==> config.mk <==
export PLATFORM = sky130hd
export DESIGN_NAME = tpi_bus_sync
export DESIGN_NICKNAME = d
export VERILOG_FILES = /design/src/rtl/tpi_pkg.sv /design/src/rtl/tpi_post_fifo.sv /design/src/rtl/tpi_bus_sync.sv
export SDC_FILE = /design/constraint.sdc
export NUM_CORES = 1
export LEC_CHECK = 0
export ABC_AREA = 1
export BUFFER_PORTS_ARGS = -buffer_cell sky130_fd_sc_hd__buf_2
export CORE_UTILIZATION = 55
export CTS_CLUSTER_SIZE = 28
export DETAILED_ROUTE_END_ITERATION = 7
export GPL_TIMING_DRIVEN = 0
export PLACE_DENSITY_LB_ADDON = 0.25
export SYNTH_ARGS = -nofsm -noshare
export SYNTH_HDL_FRONTEND = slang
export SYNTH_SLANG_ARGS = --single-unit
==> constraint.sdc <==
create_clock -name clk -period 2.15 [get_ports clk]
set_clock_uncertainty 0.1 [all_clocks]
set_input_delay 0 -clock clk [delete_from_list [all_inputs] [get_ports clk]]
set_output_delay 0 -clock clk [all_outputs]
set_load 0.03 [all_outputs]
==> src/rtl/tpi_pkg.sv <==
// Shared types and constants for the 1551 paddle 6523-style bus front-end.
package tpi_pkg;

  typedef enum logic [1:0] {ARM, IDLE, ACCESS, COMMIT} tpi_state_e;

  localparam logic [2:0] PRA    = 3'd0;
  localparam logic [2:0] PRB    = 3'd1;
  localparam logic [2:0] PRC    = 3'd2;
  localparam logic [2:0] DDRA   = 3'd3;
  localparam logic [2:0] DDRB   = 3'd4;
  localparam logic [2:0] DDRC   = 3'd5;
  localparam logic [2:0] RS_MAX = 3'd5;

  typedef struct packed {
    logic [2:0] addr;
    logic [7:0] data;
  } tpi_wr_t;

endpackage

==> src/rtl/tpi_post_fifo.sv <==
// Posted-write buffer: DEPTH-entry FIFO, push while full is accepted only alongside a pop.
module tpi_post_fifo
  import tpi_pkg::*;
#(
  parameter int DEPTH = 2
) (
  input  logic    clk,
  input  logic    _reset,
  input  logic    push_i,
  input  tpi_wr_t din_i,
  input  logic    pop_i,
  output tpi_wr_t head_o,
  output logic    full_o,
  output logic    empty_o
);

  localparam int AW = $clog2(DEPTH);

  tpi_wr_t         mem_q [DEPTH];
  logic [AW-1:0]   wptr_q, rptr_q;
  logic [AW:0]     cnt_q;
  logic            do_push, do_pop;

  assign empty_o = (cnt_q == '0);
  assign full_o  = (cnt_q == (AW+1)'(DEPTH));
  assign do_pop  = pop_i & ~empty_o;
  assign do_push = push_i & (~full_o | do_pop);
  assign head_o  = empty_o ? '0 : mem_q[rptr_q];

  always_ff @(posedge clk or negedge _reset) begin
    if (!_reset) begin
      wptr_q <= '0;
      rptr_q <= '0;
      cnt_q  <= '0;
      for (int i = 0; i < DEPTH; i++) mem_q[i] <= '0;
    end else begin
      if (do_push) begin
        mem_q[wptr_q] <= din_i;
        wptr_q        <= wptr_q + 1'b1;
      end
      if (do_pop) rptr_q <= rptr_q + 1'b1;
      case ({do_push, do_pop})
        2'b10:   cnt_q <= cnt_q + 1'b1;
        2'b01:   cnt_q <= cnt_q - 1'b1;
        default: cnt_q <= cnt_q;
      endcase
    end
  end

endmodule

==> src/rtl/tpi_bus_sync.sv <==
// Host bus strobe synchroniser and posted-write generator for the 6523-style register file.
// Optional _cs deglitcher enabled by defining TPI_BUS_FILTER_EN.
module tpi_bus_sync
  import tpi_pkg::*;
#(
  parameter int DEPTH       = 2,
  parameter int SYNC_STAGES = 2,
  parameter int FILTER_LEN  = 3
) (
  input  logic       clk,
  input  logic       _reset,
  input  logic       _cs,
  input  logic       _write,
  input  logic [2:0] rs,
  input  logic [7:0] data_in,
  output logic       wr_valid,
  input  logic       wr_ready,
  output logic [2:0] wr_addr,
  output logic [7:0] wr_data,
  output logic       rd_active,
  output logic [2:0] rd_addr,
  output logic       overrun,
  output logic       bad_addr,
  input  logic       ovr_clr
);

  localparam int SW   = 13;
  // Sync/filter registers reset to "idle"; hold ARM until real samples have flushed through.
  localparam int WARM = SYNC_STAGES + FILTER_LEN + 1;
  localparam int WW   = $clog2(WARM + 1);

  logic [SYNC_STAGES-1:0][SW-1:0] sync_q;
  logic       cs_s, we_s, cs_f;
  logic [2:0] rs_s;
  logic [7:0] d_s;

  always_ff @(posedge clk or negedge _reset) begin
    if (!_reset) sync_q <= '1;
    else begin
      sync_q[0] <= {_cs, _write, rs, data_in};
      for (int i = 1; i < SYNC_STAGES; i++) sync_q[i] <= sync_q[i-1];
    end
  end

  assign {cs_s, we_s, rs_s, d_s} = sync_q[SYNC_STAGES-1];

`ifdef TPI_BUS_FILTER_EN
  localparam int FW = $clog2(FILTER_LEN) + 1;
  logic          flt_q, flip;
  logic [FW-1:0] fcnt_q;

  // Output flips combinationally on the FILTER_LEN-th matching sample.
  assign flip = (cs_s != flt_q) && (fcnt_q == FW'(FILTER_LEN - 1));
  assign cs_f = flip ? cs_s : flt_q;

  always_ff @(posedge clk or negedge _reset) begin
    if (!_reset) begin
      flt_q  <= 1'b1;
      fcnt_q <= '0;
    end else if (cs_s == flt_q || flip) begin
      flt_q  <= cs_s;
      fcnt_q <= '0;
    end else begin
      fcnt_q <= fcnt_q + 1'b1;
    end
  end
`else
  assign cs_f = cs_s;
`endif

  logic [WW-1:0] warm_q;
  logic          warm_done;
  assign warm_done = (warm_q == WW'(WARM));

  always_ff @(posedge clk or negedge _reset) begin
    if (!_reset)         warm_q <= '0;
    else if (!warm_done) warm_q <= warm_q + 1'b1;
  end

  tpi_state_e state_q, state_d;
  logic [2:0] lat_rs_q;
  logic [7:0] lat_d_q;
  logic       lat_we_q;
  logic       commit, addr_bad, wr_try, push, pop, full, empty, ovr_set, overrun_q;
  tpi_wr_t    head;

  always_ff @(posedge clk or negedge _reset) begin
    if (!_reset) state_q <= ARM;
    else         state_q <= state_d;
  end

  always_comb begin
    state_d = state_q;
    case (state_q)
      ARM:     if (warm_done && cs_f) state_d = IDLE;
      IDLE:    if (!cs_f) state_d = ACCESS;
      ACCESS:  if (cs_f) state_d = lat_we_q ? IDLE : COMMIT;
      COMMIT:  state_d = IDLE;
      default: state_d = ARM;
    endcase
  end

  always_comb begin
    rd_active = (state_q == ACCESS) && we_s;
    rd_addr   = rd_active ? rs_s : 3'd0;
    commit    = (state_q == COMMIT);
    addr_bad  = lat_rs_q > RS_MAX;
    bad_addr  = commit && addr_bad;
    wr_try    = commit && !addr_bad;
    push      = wr_try && (!full || pop);
    ovr_set   = wr_try && full && !pop;
  end

  // Latch on the raw synchronised _cs so filter delay never captures post-access values.
  always_ff @(posedge clk or negedge _reset) begin
    if (!_reset) begin
      lat_rs_q <= '0;
      lat_d_q  <= '0;
      lat_we_q <= 1'b1;
    end else if ((state_q == IDLE || state_q == ACCESS) && !cs_s) begin
      lat_rs_q <= rs_s;
      lat_d_q  <= d_s;
      lat_we_q <= we_s;
    end
  end

  always_ff @(posedge clk or negedge _reset) begin
    if (!_reset)      overrun_q <= 1'b0;
    else if (ovr_set) overrun_q <= 1'b1;
    else if (ovr_clr) overrun_q <= 1'b0;
  end

  assign overrun  = overrun_q;
  assign wr_valid = ~empty;
  assign pop      = wr_valid & wr_ready;
  assign wr_addr  = head.addr;
  assign wr_data  = head.data;

  tpi_post_fifo #(.DEPTH(DEPTH)) u_fifo (
    .clk     (clk),
    ._reset  (_reset),
    .push_i  (push),
    .din_i   ('{addr: lat_rs_q, data: lat_d_q}),
    .pop_i   (pop),
    .head_o  (head),
    .full_o  (full),
    .empty_o (empty)
  );

endmodule

==> impl_metrics.prom, run 1 <==
# TYPE chip_impl_metric gauge
chip_impl_metric{name="synth_cells",unit=""} 286
chip_impl_metric{name="antenna_left",unit=""} 0
chip_impl_metric{name="postSynthNetCount",unit=""} 310
chip_impl_metric{name="sequentialPowerShare",unit="%"} 43.8
chip_impl_metric{name="cellLeakagePower",unit="nW"} 1.75
chip_impl_metric{name="portBuffers",unit=""} 34
chip_impl_metric{name="fp.coreArea",unit="µm²"} 4850
chip_impl_metric{name="path_max_fanout",unit=""} 8
chip_impl_metric{name="grt_max_degree",unit=""} 71
chip_impl_metric{name="initial_antenna_violation_count",unit=""} 0
chip_impl_metric{name="fin_crit",unit="ns"} 1.81
chip_impl_metric{name="worst_ir_drop_vdd",unit="mV"} 0.708
chip_impl_info{name="cts_tree",value="done"} 1
chip_impl_metric{name="synth_sequential_area_ratio",unit="%"} 63.0
chip_impl_metric{name="worst-slew-pin-transition",unit="ns"} 0.844
chip_impl_metric{name="drc",unit=""} 0
chip_impl_info{name="final_common_cell",value="sky130_fd_sc_hd__nand2_1"} 1
chip_impl_metric{name="clk-insertion-delay-late",unit="ns"} 0.34
chip_impl_metric{name="number_of_nets_in_the_layout",unit=""} 371
chip_impl_info{name="most-common-layout-cells",value="sky130_fd_sc_hd__nand2_1 (107), sky130_fd_sc_hd__dfrtp_1 (43), sky130_fd_sc_hd__buf_2 (41)"} 1
chip_impl_metric{name="synth.distinct_cells",unit=""} 21
chip_impl_metric{name="fin_setup_tns",unit="ns"} 0
chip_impl_metric{name="critical_path_buf_inv_count",unit=""} 2
chip_impl_metric{name="cts_made_buffers",unit=""} 9
chip_impl_metric{name="cp_slowest_stage_delay",unit="ns"} 0.41
chip_impl_metric{name="post_route_cells_drive_above_1_share",unit="%"} 25.9
chip_impl_metric{name="dieArea",unit="µm²"} 5440
chip_impl_metric{name="p_sw_share",unit="%"} 39.2
chip_impl_metric{name="timing.final.crit_share",unit="%"} 84.3
chip_impl_metric{name="wirelength",unit="mm"} 5.22
chip_impl_metric{name="total_number_of_yosys_warnings",unit=""} 0
chip_impl_info{name="crit_path_top_delay_cell",value="sky130_fd_sc_hd__dfrtp_1"} 1
chip_impl_info{name="root_buffer",value="sky130_fd_sc_hd__clkbuf_8"} 1
chip_impl_metric{name="cap_viol_max_count",unit=""} 0
chip_impl_metric{name="post_cts.resized_instances",unit=""} 0
chip_impl_metric{name="clock_tree.htree_level_count",unit=""} 3
chip_impl_info{name="rsz_0062_raised_after_global_routing",value="no"} 1
chip_impl_metric{name="power_density_normalized_to_cell_area",unit="nW/µm²"} 1320
chip_impl_metric{name="number_of_top_level_pins",unit=""} 35
chip_impl_metric{name="synth-seq-cells",unit=""} 70
chip_impl_metric{name="dieWidth",unit="µm"} 73.8
chip_impl_metric{name="die-height",unit="µm"} 73.8
chip_impl_metric{name="slew_viols_final",unit=""} 0
chip_impl_metric{name="ctsLongestPathBuffers",unit=""} 2
chip_impl_metric{name="worst_slew_margin_relative_to_its_limit",unit="%"} 43.7
chip_impl_info{name="critical_path_class",value="flop to flop"} 1
chip_impl_metric{name="n_antenna_cell",unit=""} 0
chip_impl_metric{name="vias_in_the_first_global_route",unit=""} 1859
chip_impl_metric{name="clock.fmax",unit="MHz"} 552
chip_impl_metric{name="routed-via-count",unit=""} 2064
chip_impl_metric{name="worst_setup_hold_path_clk_slew",unit="ns"} 0.07
chip_impl_info{name="run_status",value="completed"} 1
chip_impl_metric{name="area_growth_syn_to_layout",unit="%"} 21.1
chip_impl_metric{name="grt_util_all_layers",unit="%"} 21.8
chip_impl_metric{name="p_sw",unit="mW"} 1.78
chip_impl_metric{name="first_iter_violations",unit=""} 131
chip_impl_info{name="worstPathCellList",value="ha_1 > inv_1 > a21oi_4 > nand2_1 > ha_1 > inv_1 > nand3_1 > xnor2_1"} 1
chip_impl_metric{name="power_report.internal_total",unit="mW"} 2.75
chip_impl_metric{name="timing_hold_violations_final",unit=""} 0
chip_impl_metric{name="globalplace.congestion",unit=""} 0.822
chip_impl_metric{name="setup-violations-final",unit=""} 0
chip_impl_metric{name="avgViaCountPerCell",unit=""} 4.93
chip_impl_metric{name="required_worst_endpoint",unit="ns"} 2.28
chip_impl_info{name="worst_setup_path_start_kind",value="flop"} 1
chip_impl_metric{name="drtPass1Iterations",unit=""} 4
chip_impl_metric{name="grt_first_pass_wirelength",unit="mm"} 8.60
chip_impl_metric{name="setup.reg_to_reg.worst_slack",unit="ns"} 0.34
chip_impl_metric{name="clkPwrFrac",unit="%"} 21.9
chip_impl_metric{name="syn_area_per_cell",unit="µm²"} 9.91
chip_impl_metric{name="part_of_the_power_in_combinational_logic",unit="%"} 34.3
chip_impl_metric{name="synth_area",unit="µm²"} 2830
chip_impl_metric{name="dp_hpwl",unit="mm"} 3.24
chip_impl_metric{name="post-route-util",unit="%"} 70.8
chip_impl_info{name="worst_setup_path_end_kind",value="flop"} 1
chip_impl_metric{name="worstPathArrival",unit="ns"} 1.94
chip_impl_info{name="critPathTopFamily",value="adder cells"} 1
chip_impl_metric{name="floorplan.rows",unit=""} 25
chip_impl_metric{name="cts_num_sinks",unit=""} 70
chip_impl_info{name="holdCritPathClass",value="input port to flop"} 1
chip_impl_metric{name="initial_core_util",unit="%"} 58.5
chip_impl_metric{name="route.detailed.wl_per_inst",unit="µm"} 12.5
chip_impl_metric{name="grt_remaining_overflow",unit=""} 0
-- Yosys cell counts, drive strengths merged --
cell	count	area, µm²
nand2	107	402
dfrtp	43	1080
dfstp	27	709
nand4	22	138
inv	21	78.8
a21oi	15	86.3
nand3	13	80.1
buf	11	66.3
nor2	8	30.0
ha	7	87.6
o21ai	3	15.0
xnor2	3	26.3
clkbuf	2	7.51
xor2	2	17.5
a21boi	1	7.51
o22ai	1	6.26
-- per-stage QoR --
| step | instances | hold slack (ns) | power, mW | area, µm² | worst slack (ns) |
|---|---|---|---|---|---|
| finish | 419 | 0.186 | 4.53 | 3430 | 0.338 |
| global route | 419 | 0.195 | 4.84 | 3430 | 0.196 |
| CTS | 419 | 0.182 | 4.56 | 3430 | 0.326 |
| detailed placement | 387 | 0.00614 | 3.54 | 3090 | 0.335 |
| global placement | 387 | 0.00436 | 3.47 | 3090 | 0.390 |
| floorplan | 286 | -0.396 | 3.10 | 2830 | 0.516 |
-- path summary, 6_finish.rpt --
| kind | from | endpoint | cells after the start |
|---|---|---|---|
| max | state_q[0] | u_fifo.cnt_q[1] | 8 |
| min | rs[0] | sync_q[8] | 2 |
| max reg2reg | state_q[0] | u_fifo.cnt_q[1] | 8 |
| min reg2reg | sync_q[11] | sync_q[24] | 0 |
| max in group asynchronous | _reset | lat_d_q[5] | 2 |
| min in group asynchronous | _reset | u_fifo.cnt_q[1] | 2 |
-- kinds of logic (layout without fill, tap and decap cells) --
kind of cell / Yosys count / count (layout) / synth area share [%]
AOI/OAI and AO/OA: 20 / 20 / 4.06
xor gates and xnor gates: 5 / 5 / 1.55
adders and majority gates: 7 / 7 / 3.09
buffers and inverters: 34 / 100 / 5.39
DFF: 70 / 70 / 63.0
and+or+nand+nor: 150 / 150 / 22.9
-- power groups by stage --
| stage | clock [mW] | combinational [mW] | sequential [mW] |
|---|---|---|---|
| 3_5_place_dp | 0 | 1.54 | 2.00 |
| 2_1_floorplan | 0 | 1.17 | 1.92 |
| 3_3_place_gp | 0 | 1.48 | 1.99 |
| 4_1_cts | 1.01 | 1.56 | 1.98 |
| 5_1_grt | 1.07 | 1.75 | 2.03 |
| 6_report | 0.994 | 1.55 | 1.99 |
-- metal layers --
layer / track usage (%) / vias to the layer above / wire length (µm)
li1: - / 1037 / -
met1: 28.2 / 967 / 2530
met2: 33.8 / 52 / 2370
met3: 6.04 / 8 / 231
met4: 11.1 / 0 / 85
met5: 0 / - / 0
-- registers in the layout, indices dropped and copies added (netlist names) --
register	count
warm_q	3
lat_we_q	1
sync_q	14
lat_rs_q	3
u_fifo.mem_q	22
lat_d_q	8
d_s	8
u_fifo.cnt_q	2
u_fifo.rptr_q	1
u_fifo.wptr_q	1
rs_s	3
state_q	2
overrun	1
cs_f	1
-- cell type report --
cell class	count	area, µm²
Fill cell	364	1420
Inverter	21	78.8
Clock buffer	11	131
Clock inverter	5	50.0
Tap cell	67	83.8
Sequential cell	70	1790
Multi-Input combinational cell	182	896
Buffer	13	73.8
Timing Repair Buffer	50	333
-- what timing repair did --
item	in CTS	in global routing
endpoints found under the hold margin	58	0
hold buffers	16	0
setup endpoints to repair	0	0
buffers inserted	0	0
(Power assumes the default switching activity.)
==> inputs of run 2 (changes only) <==
--- a/config.mk
+++ b/config.mk
@@ -7,7 +7,7 @@
 export LEC_CHECK = 0
 export ABC_AREA = 1
 export BUFFER_PORTS_ARGS = -buffer_cell sky130_fd_sc_hd__buf_2
-export CORE_UTILIZATION = 55
+export CORE_UTILIZATION = 51
 export CTS_CLUSTER_SIZE = 28
 export DETAILED_ROUTE_END_ITERATION = 7
 export GPL_TIMING_DRIVEN = 0
==> constraint.sdc (replaced) <==
create_clock -name clk -period 1.59 [get_ports clk]
set_clock_uncertainty 0.1 [all_clocks]
set_input_delay 0 -clock clk [delete_from_list [all_inputs] [get_ports clk]]
set_output_delay 0 -clock clk [all_outputs]
set_load 0.03 [all_outputs]
==> run 2 against run 1 <==
  * Total power grew 42%
  * Core utilization is 3.3 points lower
  * Register-to-register slack got worse by 0.32 ns
  * Largest power group unchanged
  * Sequential cell count is the same
  * Global-route usage down 1.4 points
  * Sequential power increased by 35%
==> impl_metrics.prom, run 2 (synthesis results as in run 1) <==
# TYPE chip_impl_metric gauge
chip_impl_metric{name="required_worst_endpoint",unit="ns"} 1.72
chip_impl_metric{name="setup-violations-final",unit=""} 0
chip_impl_metric{name="clock.fmax",unit="MHz"} 637
chip_impl_metric{name="grt_max_degree",unit=""} 71
chip_impl_metric{name="vias_in_the_first_global_route",unit=""} 2052
chip_impl_metric{name="routed-via-count",unit=""} 2048
chip_impl_metric{name="fp.coreArea",unit="µm²"} 5240
chip_impl_metric{name="wirelength",unit="mm"} 5.22
chip_impl_info{name="run_status",value="completed"} 1
chip_impl_metric{name="worst_setup_hold_path_clk_slew",unit="ns"} 0.08
chip_impl_metric{name="post_dp_cell_area",unit="µm²"} 3110
chip_impl_metric{name="grt_util_all_layers",unit="%"} 20.4
chip_impl_metric{name="dieWidth",unit="µm"} 76.5
chip_impl_metric{name="die-height",unit="µm"} 76.5
chip_impl_metric{name="hold_slack",unit="ns"} 0.190
chip_impl_info{name="critical_path_class",value="flop to flop"} 1
chip_impl_info{name="worst_setup_path_start_kind",value="flop"} 1
chip_impl_metric{name="initial_core_util",unit="%"} 54.1
chip_impl_metric{name="route.detailed.wl_per_inst",unit="µm"} 12.3
chip_impl_metric{name="first_iter_violations",unit=""} 117
chip_impl_metric{name="globalplace.congestion",unit=""} 0.804
chip_impl_metric{name="clock_tree.htree_level_count",unit=""} 3
chip_impl_metric{name="fin_total_pwr",unit="mW"} 6.45
chip_impl_metric{name="largest_register_ff_count",unit=""} 22
chip_impl_metric{name="number_of_nets_in_the_layout",unit=""} 372
chip_impl_metric{name="area_growth_syn_to_layout",unit="%"} 24.6
chip_impl_metric{name="worst_slew_margin_relative_to_its_limit",unit="%"} 44.5
chip_impl_metric{name="portBuffers",unit=""} 34
chip_impl_metric{name="number_of_top_level_pins",unit=""} 35
chip_impl_metric{name="place_worst_setup_slack",unit="ns"} -0.149
chip_impl_metric{name="cellLeakagePower",unit="nW"} 1.78
chip_impl_metric{name="antenna_left",unit=""} 0
chip_impl_info{name="max_flop_register",value="u_fifo.mem_q"} 1
chip_impl_metric{name="slew_viols_final",unit=""} 0
chip_impl_metric{name="dp_hpwl",unit="mm"} 3.27
chip_impl_metric{name="number_of_placed_instances_taps_included",unit=""} 390
chip_impl_metric{name="initial_antenna_violation_count",unit=""} 0
chip_impl_metric{name="floorplan.rows",unit=""} 26
chip_impl_metric{name="n_antenna_cell",unit=""} 0
chip_impl_info{name="most-common-layout-cells",value="sky130_fd_sc_hd__nand2_1 (104), sky130_fd_sc_hd__dfrtp_1 (43), sky130_fd_sc_hd__buf_2 (33)"} 1
chip_impl_info{name="final_common_cell",value="sky130_fd_sc_hd__nand2_1"} 1
chip_impl_metric{name="fin_crit",unit="ns"} 1.57
chip_impl_metric{name="grt_remaining_overflow",unit=""} 0
chip_impl_metric{name="worst_ir_drop_vdd",unit="mV"} 1.15
chip_impl_metric{name="drc",unit=""} 0
chip_impl_metric{name="path_max_fanout",unit=""} 4
chip_impl_metric{name="dieArea",unit="µm²"} 5860
chip_impl_metric{name="fin_setup_tns",unit="ns"} 0
chip_impl_metric{name="worst-slew-pin-transition",unit="ns"} 0.832
chip_impl_metric{name="drtPass1Iterations",unit=""} 4
chip_impl_metric{name="design_area",unit="µm²"} 3530
chip_impl_info{name="biggestRegsByFlops",value="u_fifo.mem_q (22), sync_q (14)"} 1
chip_impl_metric{name="cts_made_buffers",unit=""} 9
chip_impl_info{name="holdCritPathClass",value="input port to flop"} 1
chip_impl_metric{name="power_density_normalized_to_cell_area",unit="nW/µm²"} 1830
chip_impl_metric{name="post-route-util",unit="%"} 67.4
chip_impl_metric{name="fin_ws",unit="ns"} 0.0201
chip_impl_metric{name="worstPathArrival",unit="ns"} 1.70
chip_impl_metric{name="ctsLongestPathBuffers",unit=""} 2
chip_impl_metric{name="clk-insertion-delay-late",unit="ns"} 0.34
chip_impl_metric{name="grt_first_pass_wirelength",unit="mm"} 9.22
chip_impl_info{name="rsz_0062_raised_after_global_routing",value="yes"} 1
chip_impl_info{name="cts_tree",value="done"} 1
chip_impl_metric{name="timing.final.crit_share",unit="%"} 98.7
chip_impl_metric{name="cts_num_sinks",unit=""} 70
chip_impl_metric{name="cap_viol_max_count",unit=""} 0
chip_impl_metric{name="nFillCells",unit=""} 441
chip_impl_info{name="root_buffer",value="sky130_fd_sc_hd__clkbuf_8"} 1
chip_impl_metric{name="post_route_non_filler_standard_cell_count",unit=""} 423
chip_impl_info{name="worst_setup_path_end_kind",value="flop"} 1
chip_impl_metric{name="avgViaCountPerCell",unit=""} 4.84
chip_impl_metric{name="post_route_cells_drive_above_1_share",unit="%"} 28.6
chip_impl_metric{name="timing_hold_violations_final",unit=""} 0
-- run 2: changes by cell type in the layout (fill, tap and decap cells not counted), moves of 2 or more --
| cell | previous run | this run |
|---|---|---|
| sky130_fd_sc_hd__buf_2 | 41 | 33 |
| sky130_fd_sc_hd__inv_6 | 0 | 3 |
| sky130_fd_sc_hd__buf_4 | 3 | 10 |
| sky130_fd_sc_hd__nand2_2 | 0 | 3 |
| sky130_fd_sc_hd__clkinv_2 | 4 | 0 |
| sky130_fd_sc_hd__nand2_1 | 107 | 104 |
| sky130_fd_sc_hd__clkbuf_1 | 4 | 1 |
| sky130_fd_sc_hd__clkbuf_4 | 0 | 2 |
-- run 2: path summary, 6_finish.rpt --
check / slack, ns / end / depth (start not counted) / from
setup / recovery: 0.02 / u_fifo.cnt_q[1] / 8 / state_q[1]
hold / removal: 0.19 / sync_q[6] / 2 / data_in[6]
setup reg to reg: 0.02 / u_fifo.cnt_q[1] / 8 / state_q[1]
hold reg to reg: 0.26 / d_s[7] / 0 / sync_q[7]
max in group asynchronous: 0.65 / u_fifo.mem_q[1] / 2 / _reset
min in group asynchronous: 0.20 / u_fifo.mem_q[8] / 2 / _reset
-- run 2: routing by layer --
| metal | GRT usage, % | wire [µm] |
|---|---|---|
| met1 | 25.7 | 2410 |
| met2 | 32.7 | 2470 |
| met3 | 6.35 | 261 |
| met4 | 8.46 | 71 |
| met5 | 0 | 0 |
-- run 2: area by class of cell --
cell class	count	area, µm²	area share, %
plain buffers	12	86.3	2.44
clock buffers	10	149	4.22
clock inverters	6	71.3	2.02
inverters	21	78.8	2.23
multi-input cells	182	918	26.0
flip-flops and latches	70	1790	50.5
well taps	70	87.6	2.48
repair buffers	52	355	10.1
-- run 2: critical path, cell delays in order (launching register included) --
cell,delay [ns]
sky130_fd_sc_hd__dfrtp_1,0.41
sky130_fd_sc_hd__ha_1,0.16
sky130_fd_sc_hd__inv_1,0.06
sky130_fd_sc_hd__a21oi_4,0.13
sky130_fd_sc_hd__nand2_2,0.10
sky130_fd_sc_hd__ha_4,0.23
sky130_fd_sc_hd__inv_1,0.05
sky130_fd_sc_hd__nand3_1,0.08
sky130_fd_sc_hd__xnor2_1,0.13
-- run 2: what timing repair did --
action,in CTS,in global routing
hold buffers,16,0
endpoints found under the hold margin,58,0
gates cloned,0,0
gates resized for setup,9,6
endpoints found under the setup margin,26,38
pin swaps,0,0
buffers inserted,2,0
-- run 2: report_power, final --
group	total, mW	switching [mW]	leakage (nW)	internal, mW
Combinational	2.22	1.43	0.840	0.788
Sequential	2.68	0.377	0.825	2.31
Clock	1.54	0.703	0.113	0.840
Total	6.45	2.51	1.78	3.93
